## config.mk

```make
export PLATFORM = sky130hd
export DESIGN_NAME = modport_ram
export DESIGN_NICKNAME = d
export VERILOG_FILES = /design/src/rtl/modport_ram.sv
export SDC_FILE = /design/constraint.sdc
export NUM_CORES = 1
export LEC_CHECK = 0
export BUFFER_PORTS_ARGS = -buffer_cell sky130_fd_sc_hd__buf_2
export CAP_MARGIN = 5
export CORE_UTILIZATION = 30
export CTS_CLUSTER_SIZE = 10
export DETAILED_ROUTE_END_ITERATION = 10
export MAX_ROUTING_LAYER = met4
export PLACE_DENSITY = 0.55
export SLEW_MARGIN = 0
export SYNTH_ARGS = -nofsm -noshare
export SYNTH_HDL_FRONTEND = slang
export SYNTH_SLANG_ARGS = --single-unit
```

## constraint.sdc

```tcl
create_clock -name clk -period 4.6 [get_ports clk]
set_clock_uncertainty 0.15 [all_clocks]
set_input_delay 0.23 -clock clk [delete_from_list [all_inputs] [get_ports clk]]
set_output_delay 0.23 -clock clk [all_outputs]
set_load 0.02 [all_outputs]
```

## src/rtl/modport_ram.sv

```systemverilog
// modport_ram: single-port synchronous RAM
// registered read data, synchronous clear on reset
module modport_ram #(
  parameter int DATA_WIDTH = 8,
  parameter int ADDR_WIDTH = 4,
  parameter int DEPTH      = 2 ** ADDR_WIDTH
) (
  input  logic                  clk,
  input  logic                  reset,
  input  logic                  enable,
  input  logic                  we_en,
  input  logic [ADDR_WIDTH-1:0] addr,
  input  logic [DATA_WIDTH-1:0] data_in,
  output logic [DATA_WIDTH-1:0] data_out
);

  localparam logic [ADDR_WIDTH:0] DEPTH_L =
    (ADDR_WIDTH + 1)'(DEPTH);

  logic [DATA_WIDTH-1:0] mem [DEPTH];
  logic                  in_range;
  logic                  do_wr;
  logic                  do_rd;

  // decode the access requested this cycle
  always_comb begin
    in_range = ({1'b0, addr} < DEPTH_L);
    do_wr    = enable & we_en & in_range;
    do_rd    = enable & ~we_en;
  end

  // storage array: cleared on reset, written when enabled
  always_ff @(posedge clk) begin
    if (reset) begin
      for (int i = 0; i < DEPTH; i++) begin
        mem[i] <= '0;
      end
    end else if (do_wr) begin
      mem[addr] <= data_in;
    end
  end

  // read register: holds across writes and idle cycles
  always_ff @(posedge clk) begin
    if (reset) begin
      data_out <= '0;
    end else if (do_rd) begin
      data_out <= in_range ? mem[addr] : '0;
    end
  end

endmodule

```

## Yosys cells after proc, flatten, opt, wreduce, memory -nomap -nowiden

Memories as Yosys holds them, arrays and structs flattened. A register that Yosys moved wholly into a read port is not among the register bits.
Index checks and enable logic that the tools add are counted.

- Input port bits: 16
- Register bits after elaboration: 0
- Bits in read-only memories: 0
- Output and inout bits: 8
- Bits in writable memories: 128
- Memories kept: 1
- Latch bits: 0

Memories:

| name | words | bits a word | rd ports | clocked after memory_dff | write ports | line | text |
|---|---|---|---|---|---|---|---|
| mem | 16 | 8 | 1 | 1 | 16 | 20 | `logic [DATA_WIDTH-1:0] mem [DEPTH];` |

- $mul: 0
- $add $sub $neg: 0
- Muxes and demuxes: 8
- Equal/unequal tests: 0
- Shift operators: 0
- Divide/modulo/power cells: 0
- Reductions and logical operators: 1
- Magnitude comparators: 0
- Bitwise logic cells: 3

Operators with widths:

| kind | count |
|---|---|
| $mux W8 | 1 |
| $reduce_or A8 Y1 | 1 |
| $mux W1 | 6 |
| $mux W4 | 1 |
| $and A1 B1 Y1 | 2 |
| $not A1 Y1 | 1 |

## Depth between registers and ports, before layout

Gate-level depths: netlist of the first run.

- Depth in word-level cells: 6
- Mapped depth: 7

## Worst setup path after synthesis of the first run

Ideal clock, no wire load.

- Kind: input to register
- From: input addr[1]
- To: memory mem[3][0] (enable)
- Stages on the path: 7
- Slack: 2779 ps
- Data required time: 4141 ps
- Data arrival time: 1362 ps
- Buffers on the path: 3
- Library setup time: 309 ps
- Cell sequence: buf_4 buf_12 and2_1 buf_2 nand2_2 nor3_2 or2_2

RTL lines:

| what | line | text |
|---|---|---|
| from (decl) | 12 | `input logic [ADDR_WIDTH-1:0] addr,` |
| to (decl) | 20 |  |

==> reports/results.tsv, run 1 <==
stage	metric	value	unit
worst_setup_path	R2R Setup Slk	2960	ps
floorplan	Die Footprint	0.0219	mm²
detailed_routing	Iteration-0 DRC Markers	319	
synth	library cell occupying the most area in the post-synthesis netlist	sky130_fd_sc_hd__edfxtp_1	
final_layout	sequential cell area	0.00400	mm²
timing	worst slew margin relative to its limit	32.0	%
grt	global-route wire length before repair	23200	µm
final_layout	layout overhead on the synthesized area	14.6	%
detailed_routing	Total Wirelength	15100	µm
timing	unrepaired setup endpoints after global routing	no	
synth	distinct cell type count of the synthesized netlist	34	
synth	number of warning messages in the yosys log	0	
clock_tree	CTS Root Cell	sky130_fd_sc_hd__clkbuf_16	
timing	number of setup violations in the final report	0	
pwr	P per Cell Area	424	mW/mm²
pwr	total leakage power	2.66	nW
synth	synthesized cell area	0.00639	mm²
worst_setup_path	R2R Path Start	mem[12][1]$_SDFFCE_PN0P_	
placed_design	routability-driven placement congestion ratio	0.876	
final_layout	Fillers	2024	
clock_tree	CTS tree	built	
worst_setup_path	Arr. time, crit path	2110	ps
final_layout	share of layout cells above drive strength 1	18.4	%
flow_run	MaxCap Viol Count	0	
clock_tree	buffers inserted during post-CTS setup optimization	0	
synth	number of register bits inferred by synthesis	136	
timing	Hold Violations, Final	0	
synth	share of Yosys cell area claimed by the top area cell type	60.1	%
synth	cells after synthesis	459	
floorplan	horizontal die dimension	148	µm
worst_setup_path	R2R cell count	4	
detailed_routing	DRC Markers	0	
clock_tree	clock latency of the later-clocked register in the worst-skew pair	430	ps
clock_tree	count of hold buffers inserted by post-cts repair	0	
worst_setup_path	largest fanout on the critical path	40	
synth	Avg Cell Area, Syn	13.9	µm²
min_path	worst hold-check path type	in -> reg	
final_layout	total area of multi-input combinational cells	0.00222	mm²
floorplan	number of placement rows	53	
floorplan	total I/O pin count	24	
timing	minimum clock period after layout	2140	ps
worst_setup_path	Critical Path Slowest Stage Cell	sky130_fd_sc_hd__buf_2	
timing	count of pins over their slew limit	0	
grt	via count of the first global-routing pass	3696	
pwr	worst vdd ir	0.282	mV
worst_setup_path	type of origin of the critical path	primary input	
placed_design	count of buffers from port buffering	23	
timing	Fin Setup TNS	0	ps
detailed_routing	average routed wire per standard cell	19.8	µm
synth	most common library cells after synthesis	129 x sky130_fd_sc_hd__and2_1, 128 x sky130_fd_sc_hd__edfxtp_1, 42 x sky130_fd_sc_hd__mux2i_1, 21 x sky130_fd_sc_hd__nor2_1, 16 x sky130_fd_sc_hd__or2_2	
placed_design	post-detailed-placement half-perimeter wirelength	10000	µm
clock_tree	# resized after CTS	0	
final_layout	total non-filler cell area in the finished layout	0.00733	mm²
worst_setup_path	terminus of the critical flop-to-flop path	data_out[1]$_SDFFE_PP0P_	
synth	Synth async-reset ratio	0	%
grt	initial antenna violation count	1	
worst_setup_path	Setup CP Type	in -> reg	
synth	sequential fraction of the synthesis area	62.6	%
synth	Synth Net Count	475	
detailed_routing	first-pass iteration count of the detailed router	4	
worst_setup_path	required time reported for the critical path endpoint	4570	ps
min_path	end point of the worst hold path	data_out[6]$_SDFFE_PP0P_	
min_path	cell count of the worst hold path	5	
synth	Post-synth EDFFs	128	
final_layout	number of nets in the layout	494	
timing	final period utilization	46.6	%
clock_tree	clk buf depth	2	
synth	largest cells by area after synthesis	sky130_fd_sc_hd__edfxtp_1 60%, sky130_fd_sc_hd__and2_1 13%, sky130_fd_sc_hd__mux2i_1 6.6%	
worst_setup_path	endpoint class of the critical path	register	
clock_tree	count of clock tree sinks	136	
timing	Worst Tran Pin Value	1020	ps
timing	Peak Freq	467	MHz
detailed_routing	number of nets with antenna violations after routing	0	
grt	Congestion Overflow GR	0	
floorplan	core area	0.0210	mm²
floorplan	initial cell density of the core	30.5	%
grt	overall routing resource usage	15.2	%
detailed_routing	post-DR vias/cell	4.80	
detailed_routing	number of vias in the routed layout	3676	
clock_tree	clock buffers created by TritonCTS	17	
clock_tree	Worst-path clk slew	50	ps
worst_setup_path	ordered cell list for the critical path	buf_2, nand2b_1, nor2_1, or2_2	
floorplan	Vert. Die Dim	148	µm
grt	largest net degree at the start of global routing	41	
run_status	status	completed	
synth	top flip-flop cell by instance count after synthesis	sky130_fd_sc_hd__edfxtp_1	
placed_design	dpl cell area	0.00670	mm²
synth	most repeated cell in the gate-level netlist after synthesis	sky130_fd_sc_hd__and2_1	
clock_tree	CTS H-tree depth	4	
worst_setup_path	stage delay of the slowest cell on the critical path	760	ps
min_path	worst hold start	we_en	
-- metrics by stage --
stage	setup slack (ps)	cells	util, %	power, mW	hold slack, ps
after CTS	2480	765	35.0	3.13	161
final	2460	766	35.0	3.11	182
after detailed placement	2030	734	32.0	1.68	338
after global placement	2100	734	32.0	1.67	345
after global routing	2340	766	35.0	3.20	192
after floorplan	2780	459	-	1.60	278
-- final cells by class --
type | instances | area share (%)
flip-flops and latches | 136 | 54.6
repair buffers | 25 | 1.78
diodes | 1 | 0.0341
clock inverters | 14 | 2.82
multi-input cells | 298 | 30.3
well taps | 275 | 4.69
clock buffers | 17 | 5.80
-- logic make-up (layout without fill, tap and decap cells) --
logic type / after synthesis / count (layout) / synth area share (%)
simple gates: 219 / 219 / 20.5
flops: 136 / 136 / 62.6
mux: 53 / 53 / 10.9
compound gates: 26 / 26 / 3.35
buf+inv: 25 / 56 / 2.70
other cells: 0 / 1 / 0
-- worst max path at each step --
stage,cells after the start,to,slack [ps],from
after global routing,4,mem[9][4]$_SDFFCE_PN0P_,2340,addr[3]
after CTS,4,mem[9][6]$_SDFFCE_PN0P_,2480,addr[3]
after detailed placement,4,mem[9][2]$_SDFFCE_PN0P_,2030,addr[3]
final,4,mem[9][6]$_SDFFCE_PN0P_,2460,addr[3]
after floorplan,7,mem[3][0]$_SDFFCE_PN0P_,2780,addr[1]
after global placement,4,mem[9][3]$_SDFFCE_PN0P_,2100,addr[3]
-- flip-flops by register name, summed over array words and instances, names as in the netlist --
| name | cells |
|---|---|
| mem | 128 |
| data_out | 8 |
-- where the power goes --
| part | total [mW] | switching (mW) | internal (mW) |
|---|---|---|---|
| sequential | 1.44 | 0.0240 | 1.42 |
| clock | 1.46 | 0.509 | 0.951 |
| combinational | 0.206 | 0.135 | 0.0717 |
-- layer usage --
metal  vias to the layer above  share of wire [%]  global-route usage (%)
met1                      1855                 46                    19.4
met2                        86                 47                    23.4
met4                         0                2.2                    6.70
met5                         -                  0                       -
met3                        24                4.4                    3.15
li1                       1711                  -                       -
-- placed cells by master, fill, tap and decap left out, types with 3 or more instances in the layout --
master,synthesis,layout
sky130_fd_sc_hd__and2_1,129,129
sky130_fd_sc_hd__edfxtp_1,128,128
sky130_fd_sc_hd__mux2i_1,42,42
sky130_fd_sc_hd__buf_2,5,23
sky130_fd_sc_hd__nor2_1,21,21
sky130_fd_sc_hd__clkbuf_16,0,17
sky130_fd_sc_hd__or2_2,16,16
sky130_fd_sc_hd__o22ai_1,13,13
sky130_fd_sc_hd__nand2_1,11,11
sky130_fd_sc_hd__dfxtp_1,8,8
sky130_fd_sc_hd__mux4_1,7,7
sky130_fd_sc_hd__nand2b_1,6,6
sky130_fd_sc_hd__nand3_1,6,6
sky130_fd_sc_hd__nor2_2,5,5
sky130_fd_sc_hd__a2bb2oi_1,5,5
sky130_fd_sc_hd__bufinv_16,0,5
sky130_fd_sc_hd__nor3_2,4,4
sky130_fd_sc_hd__mux4_2,4,4
sky130_fd_sc_hd__clkinvlp_4,0,4
sky130_fd_sc_hd__nand3b_1,3,3
sky130_fd_sc_hd__and3_1,3,3
sky130_fd_sc_hd__o32ai_1,3,3
sky130_fd_sc_hd__nor3_1,3,3
sky130_fd_sc_hd__nor4_1,3,3
sky130_fd_sc_hd__a311oi_2,3,3
-- critical path, delay by kind of cell --
kind                   cells  cell delay [ps]
buffers and inverters      1              760
AND/OR/NAND/NOR            3             1100
Power figures use the tool's default switching activity.
==> inputs of run 2 (changes only) <==
- ABC_AREA: default -> 1
- PLACE_DENSITY: 0.55 -> 0.56
- clock period: 4.6 -> 1.85 ns (I/O delays scaled with it)
==> reports/results.tsv, run 2 <==
stage	metric	value	unit	change
run_status	status	completed		
floorplan	core area	0.0204	mm²	-2.8%
timing	unrepaired setup endpoints after global routing	no		
synth	library cell occupying the most area in the post-synthesis netlist	sky130_fd_sc_hd__edfxtp_1		
synth	number of warning messages in the yosys log	0		unchanged
floorplan	Vert. Die Dim	147	µm	-0.87%
clock_tree	count of clock tree sinks	136		unchanged
clock_tree	CTS H-tree depth	4		unchanged
synth	share of the synthesized area in compound gates (AO/OA/AOI/OAI)	0.637	%	-2.7 points
synth	most common library cells after synthesis	273 x sky130_fd_sc_hd__nand2_1, 148 x sky130_fd_sc_hd__nor2_1, 128 x sky130_fd_sc_hd__edfxtp_1, 41 x sky130_fd_sc_hd__nand3_1		
synth	synthesized cell area	0.00628	mm²	-1.8%
grt	overall routing resource usage	16.5	%	+1.2 points
final_layout	Largest regs	mem: 128 flops, data_out: 8 flops		
synth	cells after synthesis	687		+50%
final_layout	total area of multi-input combinational cells	0.00204	mm²	-8.0%
clock_tree	# resized after CTS	0		unchanged
final_layout	share of layout cells above drive strength 1	17.2	%	-1.2 points
grt	largest net degree at the start of global routing	33		-20%
worst_setup_path	endpoint class of the critical path	register		
floorplan	Die Footprint	0.0215	mm²	-1.7%
pwr	worst vdd ir	0.666	mV	+140%
final_layout	sequential cell area	0.00400	mm²	unchanged
clock_tree	clock latency of the later-clocked register in the worst-skew pair	420	ps	about the same
synth	Adder-Cell Fraction of Synth Area	0	%	unchanged
placed_design	post-detailed-placement half-perimeter wirelength	10900	µm	+9.3%
worst_setup_path	R2R Setup Slk	510	ps	-2450 ps
min_path	cell count of the worst hold path	4		-1
synth	sequential fraction of the synthesis area	63.7	%	+1.1 points
worst_setup_path	Setup CP Type	reg -> reg		
synth	main combinational cell family by area after synthesis	simple AND/OR/NAND/NOR gates		
timing	Hold Violations, Final	0		unchanged
final_layout	commonest cells after routing, fill and taps aside	273 x sky130_fd_sc_hd__nand2_1, 148 x sky130_fd_sc_hd__nor2_1, 128 x sky130_fd_sc_hd__edfxtp_1, 49 x sky130_fd_sc_hd__buf_4, 41 x sky130_fd_sc_hd__nand3_1		
detailed_routing	average routed wire per standard cell	15.9	µm	-19%
placed_design	routability-driven placement congestion ratio	0.826		-5.6%
pwr	total leakage power	3.24	nW	+22%
timing	count of pins over their slew limit	0		unchanged
clock_tree	clk buf depth	2		unchanged
clock_tree	buffers inserted during post-CTS setup optimization	0		unchanged
detailed_routing	Iteration-0 DRC Markers	373		+17%
clock_tree	count of hold buffers inserted by post-cts repair	0		unchanged
timing	number of setup violations in the final report	0		unchanged
detailed_routing	DRC Markers	0		unchanged
pwr	proportion of total power due to net switching	23.8	%	+2.4 points
final_layout	number of diodes	0		-1
grt	Congestion Overflow GR	0		unchanged
detailed_routing	first-pass iteration count of the detailed router	5		+1
synth	Synth Net Count	703		+48%
worst_setup_path	R2R Path Start	mem[12][2]$_SDFFCE_PN0P_		
detailed_routing	number of vias in the routed layout	4672		+27%
worst_setup_path	Arr. time, crit path	1500	ps	-610 ps
worst_setup_path	largest fanout on the critical path	1		-98%
final_layout	number of flip-flops in the largest register	128		unchanged
worst_setup_path	R2R cell count	8		+4
worst_setup_path	required time reported for the critical path endpoint	2010	ps	-2560 ps
timing	Worst Tran Pin Value	566	ps	-454 ps
clock_tree	clock buffers created by TritonCTS	17		unchanged
final_layout	layout overhead on the synthesized area	21.1	%	
synth	top flip-flop cell by instance count after synthesis	sky130_fd_sc_hd__edfxtp_1		
synth	Post-Synth XOR/XNOR Area	0	%	unchanged
flow_run	MaxCap Viol Count	0		unchanged
timing	final period utilization	72.5	%	
grt	initial antenna violation count	0		-1
synth	share of Yosys cell area claimed by the top area cell type	61.2	%	+1.1 points
floorplan	horizontal die dimension	147	µm	-0.87%
synth	Avg Cell Area, Syn	9.14	µm²	-34%
min_path	worst hold-check path type	in -> reg		
final_layout	number of nets in the layout	760		+54%
grt	global-route wire length before repair	25300	µm	+9.1%
timing	worst slew margin relative to its limit	62.2	%	+30 points
final_layout	commonest non-fill, non-tap cell in the layout	sky130_fd_sc_hd__nand2_1		
timing	Fin Setup TNS	0	ps	unchanged
clock_tree	CTS tree	built		
synth	most repeated cell in the gate-level netlist after synthesis	sky130_fd_sc_hd__nand2_1		
synth	largest cells by area after synthesis	sky130_fd_sc_hd__edfxtp_1 61%, sky130_fd_sc_hd__nand2_1 16%, sky130_fd_sc_hd__nor2_1 8.8%		
pwr	power share of the clock group	45.0	%	-1.9 points
clock_tree	CTS Root Cell	sky130_fd_sc_hd__clkbuf_16		
timing	Peak Freq	746	MHz	
worst_setup_path	terminus of the critical flop-to-flop path	data_out[2]$_SDFFE_PP0P_		
timing	minimum clock period after layout	1340	ps	
final_layout	Fillers	2040		+0.79%
pwr	Flop pwr share	46.7	%	+0.3 points
synth	mux cell area share after synthesis	0	%	-11 points
detailed_routing	post-DR vias/cell	4.55		-5.2%
detailed_routing	number of nets with antenna violations after routing	0		unchanged
clock_tree	Worst-path clk slew	60	ps	about the same
placed_design	Placed Cells incl. Taps	995		+36%
grt	via count of the first global-routing pass	4472		+21%
final_layout	Finished Layout Cells	1027		+34%
synth	Synth async-reset ratio	0	%	unchanged
detailed_routing	Total Wirelength	16400	µm	+8.1%
floorplan	total I/O pin count	24		unchanged
placed_design	count of buffers from port buffering	23		unchanged
min_path	end point of the worst hold path	mem[0][0]$_SDFFCE_PN0P_		
synth	Post-synth EDFFs	128		unchanged
synth	number of register bits inferred by synthesis	136		unchanged
worst_setup_path	type of origin of the critical path	register		
floorplan	number of placement rows	52		-1.9%
synth	Synth Area in Simple Gates	31.8	%	+11 points
final_layout	register bank with the most flops	mem		
pwr	Int Power	5.84	mW	+140%
min_path	worst hold start	data_in[0]		
synth	distinct cell type count of the synthesized netlist	15		-56%
pwr	P per Cell Area	1010	mW/mm²	+140%
floorplan	initial cell density of the core	30.8	%	+0.33 points
pwr	combinational cell fraction of total power	8.3	%	+1.7 points
pwr	Net Sw Power	1.83	mW	+170%
[run 2: cell types whose count changed in the layout (fill, tap and decap cells not counted), moves of 13 or more]
| cell | change |
|---|---|
| sky130_fd_sc_hd__nor2_1 | +127 |
| sky130_fd_sc_hd__and2_1 | -129 |
| sky130_fd_sc_hd__o22ai_1 | -13 |
| sky130_fd_sc_hd__mux2i_1 | -42 |
| sky130_fd_sc_hd__nand2_1 | +262 |
| sky130_fd_sc_hd__or2_2 | -16 |
| sky130_fd_sc_hd__buf_4 | +47 |
| sky130_fd_sc_hd__nand3_1 | +35 |
| sky130_fd_sc_hd__nand2_2 | +14 |
[run 2: cell type report]
class	count	area share, %
Timing Repair Buffer	76	7.40
Multi-Input combinational cell	498	26.8
Inverter	15	0.740
Clock buffer	17	5.59
Tap cell	270	4.44
Sequential cell	136	52.6
Clock inverter	15	2.35
[run 2: worst max-delay path by stage]
stage               cells past startpoint                        to                startpoint  slack, ps
CTS                                     8  data_out[1]$_SDFFE_PP0P_   mem[9][1]$_SDFFCE_PN0P_        520
detailed placement                      8   mem[0][7]$_SDFFCE_PN0P_                     reset        160
global placement                        8   mem[0][7]$_SDFFCE_PN0P_                     reset        130
floorplan                               5  mem[14][0]$_SDFFCE_PN0P_                     reset        270
finish                                  8  data_out[2]$_SDFFE_PP0P_  mem[12][2]$_SDFFCE_PN0P_        510
global route                            8  data_out[1]$_SDFFE_PP0P_  mem[11][1]$_SDFFCE_PN0P_        430
[run 2: critical path: stages, from the launching register on]
cell and delay (ps):
sky130_fd_sc_hd__edfxtp_1 370, sky130_fd_sc_hd__nand2_1 80, sky130_fd_sc_hd__nand2_1 60, sky130_fd_sc_hd__nand2_1 90, sky130_fd_sc_hd__nand2_1 60, sky130_fd_sc_hd__nand2_1 60
sky130_fd_sc_hd__nand3_1 80, sky130_fd_sc_hd__nor2_1 210, sky130_fd_sc_hd__nor2_1 70
[run 2: power by group through the flow]
| stage | Clock, mW | Combinational [mW] | Sequential, mW |
|---|---|---|---|
| global route | 3.63 | 0.703 | 3.59 |
| finish | 3.45 | 0.636 | 3.58 |
| CTS | 3.49 | 0.643 | 3.58 |
| global placement | 0 | 0.641 | 3.64 |
| floorplan | 0 | 0.377 | 3.64 |
| detailed placement | 0 | 0.640 | 3.64 |
[run 2: logic make-up after synthesis]
logic type             after synthesis
AO/OA/AOI/OAI                        8
flip-flops                         136
AND/OR/NAND/NOR                    490
buffers and inverters               53
[run 2: layer usage]
metal | up-vias | global-route usage (%) | share of wire (%)
met4 | 0 | 3.75 | 0.95
met1 | 2201 | 21.5 | 47
met2 | 119 | 26.0 | 47
li1 | 2340 | - | -
met5 | - | - | 0
met3 | 12 | 3.79 | 5.4
[run 2: metrics by stage]
stage | total power [mW] | cell area (µm²) | hold WS (ps) | utilization, % | setup WS, ps
after CTS | 7.71 | 7610 | 52.7 | 37.3 | 519
after global routing | 7.92 | 7610 | 58.9 | 37.3 | 426
after detailed placement | 4.28 | 7000 | 363 | 34.4 | 164
final | 7.66 | 7610 | 58.2 | 37.3 | 509
after global placement | 4.28 | 7000 | 360 | 34.4 | 128
after floorplan | 4.02 | 6280 | 126 | - | 270
==> inputs of run 3 (changes only) <==
- clock period: 1.85 -> 1.15 ns (I/O delays scaled with it)
==> reports/results.tsv, run 3 (synthesis gave the netlist of run 2 again) <==
stage	metric	value	unit	change
placed_design	count of buffers from port buffering	23		unchanged
timing	number of setup violations in the final report	8		+8
grt	via count of the first global-routing pass	4783		+7.0%
worst_setup_path	R2R Path Start	mem[11][6]$_SDFFCE_PN0P_		
worst_setup_path	ordered cell list for the critical path	nand3_1, nand4_1, nand2_1, nand2_2, nor2_2, nor2_1		
worst_setup_path	R2R cell count	6		-2
floorplan	initial cell density of the core	30.8	%	unchanged
detailed_routing	number of vias in the routed layout	4816		+3.1%
timing	unrepaired setup endpoints after global routing	yes		
timing	minimum clock period after layout	1240	ps	-98.1 ps
grt	largest net degree at the start of global routing	41		+24%
final_layout	commonest cells after routing, fill and taps aside	231 x sky130_fd_sc_hd__nand2_1, 144 x sky130_fd_sc_hd__nor2_1, 128 x sky130_fd_sc_hd__edfxtp_1, 56 x sky130_fd_sc_hd__buf_4, 42 x sky130_fd_sc_hd__nand2_2		
detailed_routing	Total Wirelength	16500	µm	+0.79%
timing	Fin Setup TNS	-458	ps	-458 ps
worst_setup_path	terminus of the critical flop-to-flop path	data_out[6]$_SDFFE_PP0P_		
min_path	cell count of the worst hold path	6		+2
timing	worst slew margin relative to its limit	68.0	%	+5.7 points
timing	count of pins over their slew limit	0		unchanged
placed_design	Placed Cells incl. Taps	1009		+1.4%
final_layout	Finished Layout Cells	1049		+2.1%
pwr	P per Cell Area	1480	mW/mm²	+47%
worst_setup_path	Critical Path Slowest Stage Cell	sky130_fd_sc_hd__edfxtp_1		
grt	global-route wire length before repair	26600	µm	+5.0%
pwr	Flop pwr share	47.4	%	+0.7 points
final_layout	layout overhead on the synthesized area	30.6	%	
final_layout	final design utilization	40.3	%	+2.9 points
pwr	Net Sw Power	2.79	mW	+53%
floorplan	horizontal die dimension	147	µm	unchanged
worst_setup_path	timing startpoint of the critical path	mem[11][6]$_SDFFCE_PN0P_		
final_layout	Largest regs	mem: 128 flops, data_out: 8 flops		
flow_run	MaxCap Viol Count	0		unchanged
clock_tree	clock latency of the later-clocked register in the worst-skew pair	420	ps	about the same
final_layout	share of layout cells above drive strength 1	25.4	%	+8.2 points
clock_tree	Worst-path clk slew	60	ps	about the same
worst_setup_path	R2R Setup Slk	-90	ps	-600 ps
clock_tree	count of clock tree sinks	136		unchanged
detailed_routing	number of nets with antenna violations after routing	0		unchanged
worst_setup_path	type of origin of the critical path	register		
pwr	Int Power	9.37	mW	+61%
worst_setup_path	Setup CP Type	reg -> reg		
clock_tree	CTS H-tree depth	4		unchanged
clock_tree	buffers inserted during post-CTS setup optimization	0		unchanged
placed_design	post-detailed-placement half-perimeter wirelength	11300	µm	+3.2%
worst_setup_path	Arr. time, crit path	1400	ps	-100 ps
grt	initial antenna violation count	0		unchanged
final_layout	number of flip-flops in the largest register	128		unchanged
timing	Worst Tran Pin Value	481	ps	-85.4 ps
detailed_routing	post-DR vias/cell	4.59		+0.92%
floorplan	Vert. Die Dim	147	µm	unchanged
grt	overall routing resource usage	16.9	%	+0.48 points
floorplan	Die Footprint	0.0215	mm²	unchanged
grt	Congestion Overflow GR	0		unchanged
final_layout	number of diodes	0		unchanged
worst_setup_path	crit-path leading delay family	simple AND/OR/NAND/NOR gates		
timing	Peak Freq	805	MHz	+7.9%
worst_setup_path	combined buffer and inverter count along the critical path	0		unchanged
worst_setup_path	largest fanout on the critical path	1		unchanged
final_layout	number of nets in the layout	782		+2.9%
clock_tree	clock buffers created by TritonCTS	17		unchanged
placed_design	routability-driven placement congestion ratio	0.807		-2.4%
worst_setup_path	endpoint class of the critical path	register		
timing	final period utilization	108	%	+36 points
final_layout	commonest non-fill, non-tap cell in the layout	sky130_fd_sc_hd__nand2_1		
floorplan	number of placement rows	52		unchanged
pwr	combinational cell fraction of total power	10.2	%	+1.9 points
detailed_routing	Iteration-0 DRC Markers	372		-0.27%
min_path	worst hold-check path type	in -> reg		
pwr	overall power after layout	12.2	mW	+59%
detailed_routing	first-pass iteration count of the detailed router	5		unchanged
clock_tree	CTS tree	built		
pwr	worst vdd ir	0.910	mV	+37%
clock_tree	clk buf depth	2		unchanged
detailed_routing	DRC Markers	0		unchanged
min_path	end point of the worst hold path	data_out[5]$_SDFFE_PP0P_		
detailed_routing	average routed wire per standard cell	15.7	µm	-1.3%
pwr	proportion of total power due to net switching	23.0	%	-0.85 points
worst_setup_path	stage delay of the slowest cell on the critical path	390	ps	+20 ps
run_status	violations in the final reports	setup timing		
final_layout	register bank with the most flops	mem		
timing	Hold Violations, Final	0		unchanged
floorplan	core area	0.0204	mm²	unchanged
min_path	worst hold start	we_en		
final_layout	Fillers	1993		-2.3%
run_status	status	complete, but fails checks		
pwr	total leakage power	3.54	nW	+9.3%
floorplan	total I/O pin count	24		unchanged
worst_setup_path	required time reported for the critical path endpoint	1310	ps	-700 ps
timing	slack of the critical path	-92.7	ps	-602 ps
timing	Hold WS	47.8	ps	-10.4 ps
clock_tree	CTS Root Cell	sky130_fd_sc_hd__clkbuf_16		
pwr	power share of the clock group	42.4	%	-2.6 points
## run 3: cell types whose count changed in the layout (fill, tap and decap cells not counted), sizes merged
| cell | delta |
|---|---|
| clkbuf | +13 |
| bufinv | -3 |
| dlygate4sd3 | +8 |
| buf | +14 |
| clkinvlp | -3 |
| clkinv | -7 |
## run 3: layout make-up
cell class                      count  area (µm²)  area share [%]
Inverter                           15        71.3           0.869
Clock inverter                      2        11.3           0.137
Clock buffer                       30         556            6.77
Tap cell                          270         338            4.12
Sequential cell                   136        4010            48.9
Multi-Input combinational cell    498        2290            27.9
Timing Repair Buffer               98         930            11.3
## run 3: per-layer routing
layer	vias up	global-route usage, %	part of all wire, %
met4	0	6.56	2.3
met5	-	-	0
li1	2390	-	-
met3	22	3.14	3.2
met1	2319	21.9	47
met2	85	26.4	48
## run 3: worst max path at each step
| stage | to | slack (ps) | cells past startpoint |
|---|---|---|---|
| after floorplan | mem[2][0]$_SDFFCE_PN0P_ | -140 | 5 |
| after global placement | data_out[3]$_SDFFE_PP0P_ | -410 | 9 |
| after detailed placement | data_out[3]$_SDFFE_PP0P_ | -390 | 9 |
| after CTS | data_out[6]$_SDFFE_PP0P_ | -90 | 8 |
| after global routing | data_out[1]$_SDFFE_PP0P_ | -150 | 8 |
| final | data_out[6]$_SDFFE_PP0P_ | -90 | 6 |
## run 3: power by group through the flow
stage | Sequential, mW | Clock [mW] | Combinational (mW)
after CTS | 5.77 | 5.19 | 1.21
after floorplan | 5.85 | 0 | 0.656
final | 5.77 | 5.15 | 1.24
after detailed placement | 5.86 | 0 | 1.17
after global placement | 5.87 | 0 | 1.16
after global routing | 5.79 | 5.40 | 1.37
## run 3: stage by stage
stage | setup slack (ps) | cell area, µm²
3_3_place_gp | -409 | 7400
5_1_grt | -149 | 8200
3_5_place_dp | -391 | 7400
2_1_floorplan | -144 | 6460
6_report | -92.7 | 8200
4_1_cts | -92.0 | 8120
## run 3: tightest hold or removal path: cells and delay by family
family | cells | cell delay, ps
buf+inv | 2 | 280
simple gates | 4 | 240
## run 3: repair_timing
item / 4_1_cts / 5_1_grt
setup endpoints to repair: 11 / 24
hold buffers: 8 / 0
hold endpoints to repair: 117 / 0
pin swaps: 28 / 30
resized for setup: 20 / 33
